`config.mk`:
```
export PLATFORM = sky130hd
export DESIGN_NAME = uart_rx_mmio
export DESIGN_NICKNAME = d
export VERILOG_FILES = /design/src/rtl/uart_rx_mmio_pkg.sv /design/src/rtl/uart_rx_fifo.sv /design/src/rtl/uart_rx_mmio.sv
export SDC_FILE = /design/constraint.sdc
export NUM_CORES = 1
export LEC_CHECK = 0
export BUFFER_PORTS_ARGS = -buffer_cell sky130_fd_sc_hd__buf_2
export CELL_PAD_IN_SITES_DETAIL_PLACEMENT = 2
export CELL_PAD_IN_SITES_GLOBAL_PLACEMENT = 2
export CORE_UTILIZATION = 40
export DETAILED_ROUTE_END_ITERATION = 8
export GPL_ROUTABILITY_DRIVEN = 1
export PLACE_DENSITY = 0.81
export SYNTH_ARGS = -nofsm -noshare
export SYNTH_HDL_FRONTEND = slang
export SYNTH_SLANG_ARGS = --single-unit
export TNS_END_PERCENT = 50
```
`constraint.sdc`:
```
create_clock -name CLK100MHZ -period 3.4 [get_ports CLK100MHZ]
set_clock_uncertainty 0.05 [all_clocks]
set_input_delay 0.51 -clock CLK100MHZ [delete_from_list [all_inputs] [get_ports CLK100MHZ]]
set_output_delay 0.51 -clock CLK100MHZ [all_outputs]
set_load 0.005 [all_outputs]
```
`src/rtl/uart_rx_mmio_pkg.sv`:
```
// rtl/uart_rx_mmio_pkg.sv - shared register map, status layout and receiver state encoding
package uart_rx_mmio_pkg;

  localparam int DEFAULT_CLKS_PER_BIT = 868;

  localparam logic ADDR_DATA   = 1'b0;
  localparam logic ADDR_STATUS = 1'b1;

  localparam int ST_NONEMPTY  = 0;
  localparam int ST_FULL      = 1;
  localparam int ST_OVERRUN   = 2;
  localparam int ST_FRAME_ERR = 3;
  localparam int ST_COUNT_LSB = 8;
  localparam int ST_COUNT_W   = 6;

  typedef enum logic [1:0] {
    RX_IDLE  = 2'd0,
    RX_START = 2'd1,
    RX_DATA  = 2'd2,
    RX_STOP  = 2'd3
  } rx_state_e;

endpackage

```
`src/rtl/uart_rx_fifo.sv`:
```
// rtl/uart_rx_fifo.sv - byte-wide synchronous RX FIFO, head byte visible combinationally
module uart_rx_fifo #(
  parameter int FIFO_DEPTH = 8
) (
  input  logic                          clk,
  input  logic                          rst_n,
  input  logic                          push,
  input  logic                          pop,
  input  logic [7:0]                    din,
  output logic [7:0]                    dout,
  output logic                          full,
  output logic                          empty,
  output logic [$clog2(FIFO_DEPTH):0]   count
);

  localparam int AW = $clog2(FIFO_DEPTH);

  logic [7:0]    mem [FIFO_DEPTH];
  logic [AW-1:0] wr_ptr;
  logic [AW-1:0] rd_ptr;
  logic          do_push;
  logic          do_pop;

  assign full  = (count == (AW+1)'(FIFO_DEPTH));
  assign empty = (count == '0);
  assign dout  = mem[rd_ptr];

  // A pop frees the slot this cycle, so a push into a full FIFO still lands.
  assign do_pop  = pop & ~empty;
  assign do_push = push & (~full | do_pop);

  always_ff @(posedge clk) begin
    if (do_push) mem[wr_ptr] <= din;
  end

  always_ff @(posedge clk or negedge rst_n) begin
    if (!rst_n) begin
      wr_ptr <= '0;
      rd_ptr <= '0;
      count  <= '0;
    end else begin
      if (do_push) wr_ptr <= wr_ptr + AW'(1);
      if (do_pop)  rd_ptr <= rd_ptr + AW'(1);
      case ({do_push, do_pop})
        2'b10:   count <= count + (AW+1)'(1);
        2'b01:   count <= count - (AW+1)'(1);
        default: count <= count;
      endcase
    end
  end

endmodule

```
`src/rtl/uart_rx_mmio.sv`:
```
// rtl/uart_rx_mmio.sv - 8N1 UART receiver feeding an RX FIFO behind a two-word load/store interface
module uart_rx_mmio
  import uart_rx_mmio_pkg::*;
#(
  parameter int CLKS_PER_BIT = DEFAULT_CLKS_PER_BIT,
  parameter int FIFO_DEPTH   = 8
) (
  input  logic        CLK100MHZ,
  input  logic        rst_n,
  input  logic        uart_txd_in,
  input  logic        sel,
  input  logic        rd,
  input  logic        wr,
  input  logic        addr,
  input  logic [31:0] wdata,
  output logic [31:0] rdata,
  output logic        rvalid,
  output logic        irq
);

  localparam int CW = $clog2(CLKS_PER_BIT);
  localparam int AW = $clog2(FIFO_DEPTH);
  localparam logic [CW-1:0] CNT_HALF = CW'(CLKS_PER_BIT/2 - 1);
  localparam logic [CW-1:0] CNT_FULL = CW'(CLKS_PER_BIT - 1);

  logic          rx_meta, rx_sync;
  rx_state_e     state_q, state_d;
  logic [CW-1:0] cnt_q, cnt_d;
  logic [2:0]    idx_q, idx_d;
  logic [7:0]    shift_q, shift_d;
  logic          brk_q, brk_d;
  logic          push_q, push_d;
  logic          ferr_evt;
  logic          cnt_zero;

  logic [7:0]    fifo_dout;
  logic          fifo_full, fifo_empty;
  logic [AW:0]   fifo_count;

  logic          rd_en, wr_en, pop, pop_eff, ovr_evt, clr_ovr, clr_ferr;
  logic          overrun, frame_err;
  logic [31:0]   status_w;
  logic          unused_wdata;

  assign unused_wdata = ^{wdata[31:4], wdata[1:0]};

  always_ff @(posedge CLK100MHZ or negedge rst_n) begin
    if (!rst_n) begin
      rx_meta <= 1'b1;
      rx_sync <= 1'b1;
    end else begin
      rx_meta <= uart_txd_in;
      rx_sync <= rx_meta;
    end
  end

  assign cnt_zero = (cnt_q == '0);

  always_ff @(posedge CLK100MHZ or negedge rst_n) begin
    if (!rst_n) begin
      state_q <= RX_IDLE;
      cnt_q   <= '0;
      idx_q   <= '0;
      shift_q <= '0;
      brk_q   <= 1'b0;
      push_q  <= 1'b0;
    end else begin
      state_q <= state_d;
      cnt_q   <= cnt_d;
      idx_q   <= idx_d;
      shift_q <= shift_d;
      brk_q   <= brk_d;
      push_q  <= push_d;
    end
  end

  always_comb begin
    state_d  = state_q;
    cnt_d    = cnt_q;
    idx_d    = idx_q;
    shift_d  = shift_q;
    brk_d    = brk_q;
    push_d   = 1'b0;
    ferr_evt = 1'b0;
    case (state_q)
      RX_IDLE: begin
        if (!rx_sync) begin
          state_d = RX_START;
          cnt_d   = CNT_HALF;
        end
      end
      RX_START: begin
        if (!cnt_zero) begin
          cnt_d = cnt_q - CW'(1);
        end else if (!rx_sync) begin
          state_d = RX_DATA;
          cnt_d   = CNT_FULL;
          idx_d   = 3'd0;
        end else begin
          state_d = RX_IDLE;
        end
      end
      RX_DATA: begin
        if (!cnt_zero) begin
          cnt_d = cnt_q - CW'(1);
        end else begin
          shift_d[idx_q] = rx_sync;
          cnt_d          = CNT_FULL;
          idx_d          = idx_q + 3'd1;
          if (idx_q == 3'd7) state_d = RX_STOP;
        end
      end
      RX_STOP: begin
        // After a bad stop bit, park here until the line idles so a break is one error.
        if (brk_q) begin
          if (rx_sync) begin
            brk_d   = 1'b0;
            state_d = RX_IDLE;
          end
        end else if (!cnt_zero) begin
          cnt_d = cnt_q - CW'(1);
        end else if (rx_sync) begin
          push_d  = 1'b1;
          state_d = RX_IDLE;
        end else begin
          ferr_evt = 1'b1;
          brk_d    = 1'b1;
        end
      end
      default: state_d = RX_IDLE;
    endcase
  end

  assign rd_en    = sel & rd;
  assign wr_en    = sel & wr & ~rd;
  assign pop      = rd_en & (addr == ADDR_DATA);
  assign pop_eff  = pop & ~fifo_empty;
  assign ovr_evt  = push_q & fifo_full & ~pop_eff;
  assign clr_ovr  = wr_en & (addr == ADDR_STATUS) & wdata[ST_OVERRUN];
  assign clr_ferr = wr_en & (addr == ADDR_STATUS) & wdata[ST_FRAME_ERR];

  uart_rx_fifo #(.FIFO_DEPTH(FIFO_DEPTH)) u_fifo (
    .clk   (CLK100MHZ),
    .rst_n (rst_n),
    .push  (push_q),
    .pop   (pop),
    .din   (shift_q),
    .dout  (fifo_dout),
    .full  (fifo_full),
    .empty (fifo_empty),
    .count (fifo_count)
  );

  always_comb begin
    status_w                                = '0;
    status_w[ST_NONEMPTY]                   = ~fifo_empty;
    status_w[ST_FULL]                       = fifo_full;
    status_w[ST_OVERRUN]                    = overrun;
    status_w[ST_FRAME_ERR]                  = frame_err;
    status_w[ST_COUNT_LSB +: ST_COUNT_W]    = ST_COUNT_W'(fifo_count);
  end

  always_ff @(posedge CLK100MHZ or negedge rst_n) begin
    if (!rst_n) begin
      overrun   <= 1'b0;
      frame_err <= 1'b0;
      rdata     <= '0;
      rvalid    <= 1'b0;
      irq       <= 1'b0;
    end else begin
      overrun   <= (overrun & ~clr_ovr) | ovr_evt;
      frame_err <= (frame_err & ~clr_ferr) | ferr_evt;
      rvalid    <= rd_en;
      irq       <= ~fifo_empty;
      if (rd_en) begin
        if (addr == ADDR_STATUS) rdata <= status_w;
        else                     rdata <= {24'b0, fifo_empty ? 8'h00 : fifo_dout};
      end
    end
  end

endmodule
```
==> impl_metrics.py <==
metrics = {
    "clock_network": {
        "root_buffer": "clkbuf_16",
        "post_cts_buffers": 0,
        "clk_pin_slew_ps": 50,
        "cts_resized": 0,
        "htreeDepth": 4,
        "clk_latency_ps": 420,
        "cts_tree": "done",
        "clock_path_buffers": 2,
        "clock_sinks": 117,
        "cts_hold_buf": 0,
        "cts_buffers": 17,
    },
    "timing": {
        "final_hold_viol_count": 0,
        "rsz0062_at_grt": "false",
        "tns_ps": 0,
        "report.final.slew_viol_count": 0,
        "setup_viol": 0,
        "final.min_clock_period_ps": 2890,
        "finalCritPeriodShare": 0.850,
        "fmax_ghz": 0.346,
        "max-slew-margin-rel": 0.388,
        "worst_pin_slew_ps": 918,
    },
    "finish": {
        "design_area_mm2": 0.00608,
        "fill_cells": 1242,
        "drive_gt1_frac": 0.218,
        "final_cell_mix": "edfxtp_1, dfrtp_1, nand2_1",
        "synthToLayoutAreaGrowth_pct": 14.8,
        "final_common_cell": "edfxtp_1",
        "nets": 482,
        "diodes": 0,
    },
    "route": {
        "first_pass_iters": 4,
        "route.detailed.drc": 0,
        "viasPerCell": 5.32,
        "ant_nets": 0,
        "wl_um": 13400,
        "drtIter0Drc": 157,
        "dr_total_vias": 3260,
        "wl_per_cell_um": 21.9,
    },
    "setup_path": {
        "cp-start-kind": "flip-flop",
        "crit_slowest_cell": "dfrtp_1",
        "end_kind": "flip-flop",
        "cpLargestDelayFamily": "simple AND/OR/NAND/NOR gates",
        "rr_startpoint": "u_fifo.count[1]",
        "cp_data_arrival_time_ps": 3130,
        "crit_top_cell": "xor2_1",
        "path_cells": "nor4_1 -> buf_4 -> or3_1 -> inv_1 -> ha_1 -> xor2_1 -> ha_1 -> a21oi_1 -> xor2_1 -> nor2_1 -> xor2_1",
        "worstSetupStartpoint": "u_fifo.count[1]",
        "crit_required_ps": 3640,
        "crit_path_max_fanout": 9,
        "path_buf_inv": 2,
        "slowest_delay_ps": 480,
        "worstSetupPathType": "reg -> reg",
    },
    "global_routing": {
        "grt_pass1_wl_um": 21200,
        "gr-total-overflow": 0,
        "grt_pass1_vias": 3669,
        "grt_max_degree": 29,
        "antenna_found_initial": 0,
        "grt_usage": 0.223,
    },
    "outcome": {
        "status": "finished, final reports clean",
    },
    "synthesis": {
        "postSynth.asyncResetShare": 0.453,
        "synth_edf_count": 64,
        "syn_avg_cell_area_um2": 13.4,
        "syn_area_mm2": 0.00529,
        "synthesis.instances": 394,
        "ys_seq_area_frac": 0.614,
        "yosysWarnings": 0,
        "yosysUniqueCellTypes": 53,
        "ys_seq_elements": 117,
        "ys.flop_type": "edfxtp_1",
    },
    "pwr": {
        "power.density_mw_per_mm2": 604,
        "ir_drop_v": 0.000341,
        "p_leak_nw": 2.62,
    },
    "floorplanning": {
        "die-area_mm2": 0.0137,
        "coreArea_mm2": 0.0128,
        "boundaryPins": 73,
        "fp.dieH_um": 117,
        "start_util": 0.414,
        "rows": 41,
        "die_w_um": 117,
    },
    "place": {
        "place_hpwl_um": 9150,
        "io_buffer_count": 22,
        "placed_area_mm2": 0.00556,
        "gp_congestion": 0.763,
    },
    "run": {
        "cap_viol_max_count": 0,
    },
    "worst_hold_path": {
        "hold_path.class": "in -> async",
    },
}
[kinds of logic after synthesis]
group,count (synthesis),share of synthesized area
AOI/OAI and AO/OA,70,0.0830
xor gates and xnor gates,9,0.0149
adders and majority gates,14,0.0331
buffers and inverters,53,0.0532
DFF,117,0.614
muxes,35,0.107
other,1,0.000709
and+or+nand+nor,95,0.0941
[cells in the mapped netlist (all sizes together), types with 2 or more instances]
| cell | n | area (µm²) |
|---|---|---|
| nand2b | 3 | 18.8 |
| inv | 16 | 60.1 |
| dfstp | 2 | 52.6 |
| o22ai | 4 | 25.0 |
| o211ai | 2 | 15.0 |
| mux4 | 16 | 360 |
| nand3b | 3 | 22.5 |
| xnor2 | 5 | 43.8 |
| xor2 | 4 | 35.0 |
| nor4 | 2 | 12.5 |
| clkbuf | 13 | 48.8 |
| nor2 | 15 | 56.3 |
| nor3b | 2 | 25.0 |
| a21boi | 2 | 15.0 |
| and3 | 3 | 18.8 |
| o21a | 2 | 15.0 |
| or3 | 4 | 35.0 |
| nor3 | 14 | 75.1 |
| a22o | 2 | 17.5 |
| o22a | 2 | 17.5 |
| dfrtp | 51 | 1280 |
| nand3 | 6 | 30.0 |
| a21oi | 19 | 95.1 |
| a21o | 3 | 22.5 |
| ha | 14 | 175 |
| edfxtp | 64 | 1920 |
| mux2 | 12 | 135 |
| nor2b | 2 | 12.5 |
| buf | 24 | 173 |
| a211oi | 3 | 22.5 |
| nand2 | 34 | 128 |
| o31ai | 3 | 22.5 |
| o21ai | 20 | 100 |
| mux2i | 7 | 70.1 |
[power by group]
group          switching, W  internal, W  leakage (nW)
Combinational      0.000141     0.000189         0.932
Sequential         0.000189      0.00156          1.43
Clock              0.000587      0.00101         0.259
Total              0.000918      0.00275          2.62
[state kept, by name, summed over array words and instances (netlist names), 3 cells and up, named ones only]
name,count
shift_q,8
u_fifo.wr_ptr,3
rdata,12
idx_q,3
u_fifo.mem,64
u_fifo.count,4
cnt_q,10
u_fifo.rd_ptr,3
[stage by stage]
stage | hold WS [ps] | utilization | power [W] | instances | setup WS [ps]
6_report | 88.4 | 0.476 | 0.00367 | 613 | 509
2_1_floorplan | 164 | - | 0.00197 | 413 | 575
3_5_place_dp | 299 | 0.435 | 0.00211 | 582 | 452
5_1_grt | 115 | 0.476 | 0.00383 | 613 | 332
3_3_place_gp | 295 | 0.435 | 0.00208 | 582 | 613
4_1_cts | 91.4 | 0.476 | 0.00372 | 613 | 461
[path summary, 6_finish.rpt]
kind | end | slack [ps] | cells past startpoint
max | u_fifo.count[2] | 510 | 11
min | rdata[4] | 90 | 1
max reg2reg | u_fifo.count[2] | 510 | 11
min reg2reg | rx_sync | 310 | 0
max in group asynchronous | cnt_q[7] | 2520 | 2
min in group CLK100MHZ | rx_meta | 140 | 1
[worst reg2reg max path: stages, from the launching register on]
cell	delay, ps
dfrtp_1	480
nor4_1	380
buf_4	220
or3_1	270
inv_1	190
ha_1	320
xor2_1	170
ha_1	190
a21oi_1	150
xor2_1	170
nor2_1	70
xor2_1	140
[layout make-up]
| class | count | area [µm²] | area share |
|---|---|---|---|
| Timing Repair Buffer | 34 | 200 | 0.0329 |
| Sequential cell | 117 | 3250 | 0.535 |
| Clock inverter | 7 | 58.8 | 0.00967 |
| Clock buffer | 24 | 462 | 0.0760 |
| Multi-Input combinational cell | 243 | 1830 | 0.301 |
| Inverter | 16 | 60.1 | 0.00988 |
| Tap cell | 172 | 215 | 0.0354 |
[layer usage]
metal  track usage  vias up  wire [µm]
met5             0        -          0
met4        0.0827        0        227
met3        0.0592       20        396
met2         0.417       69       7390
met1         0.239     1682       5390
li1              -     1489          -
Note: power is estimated with default switching activity, not from simulation.
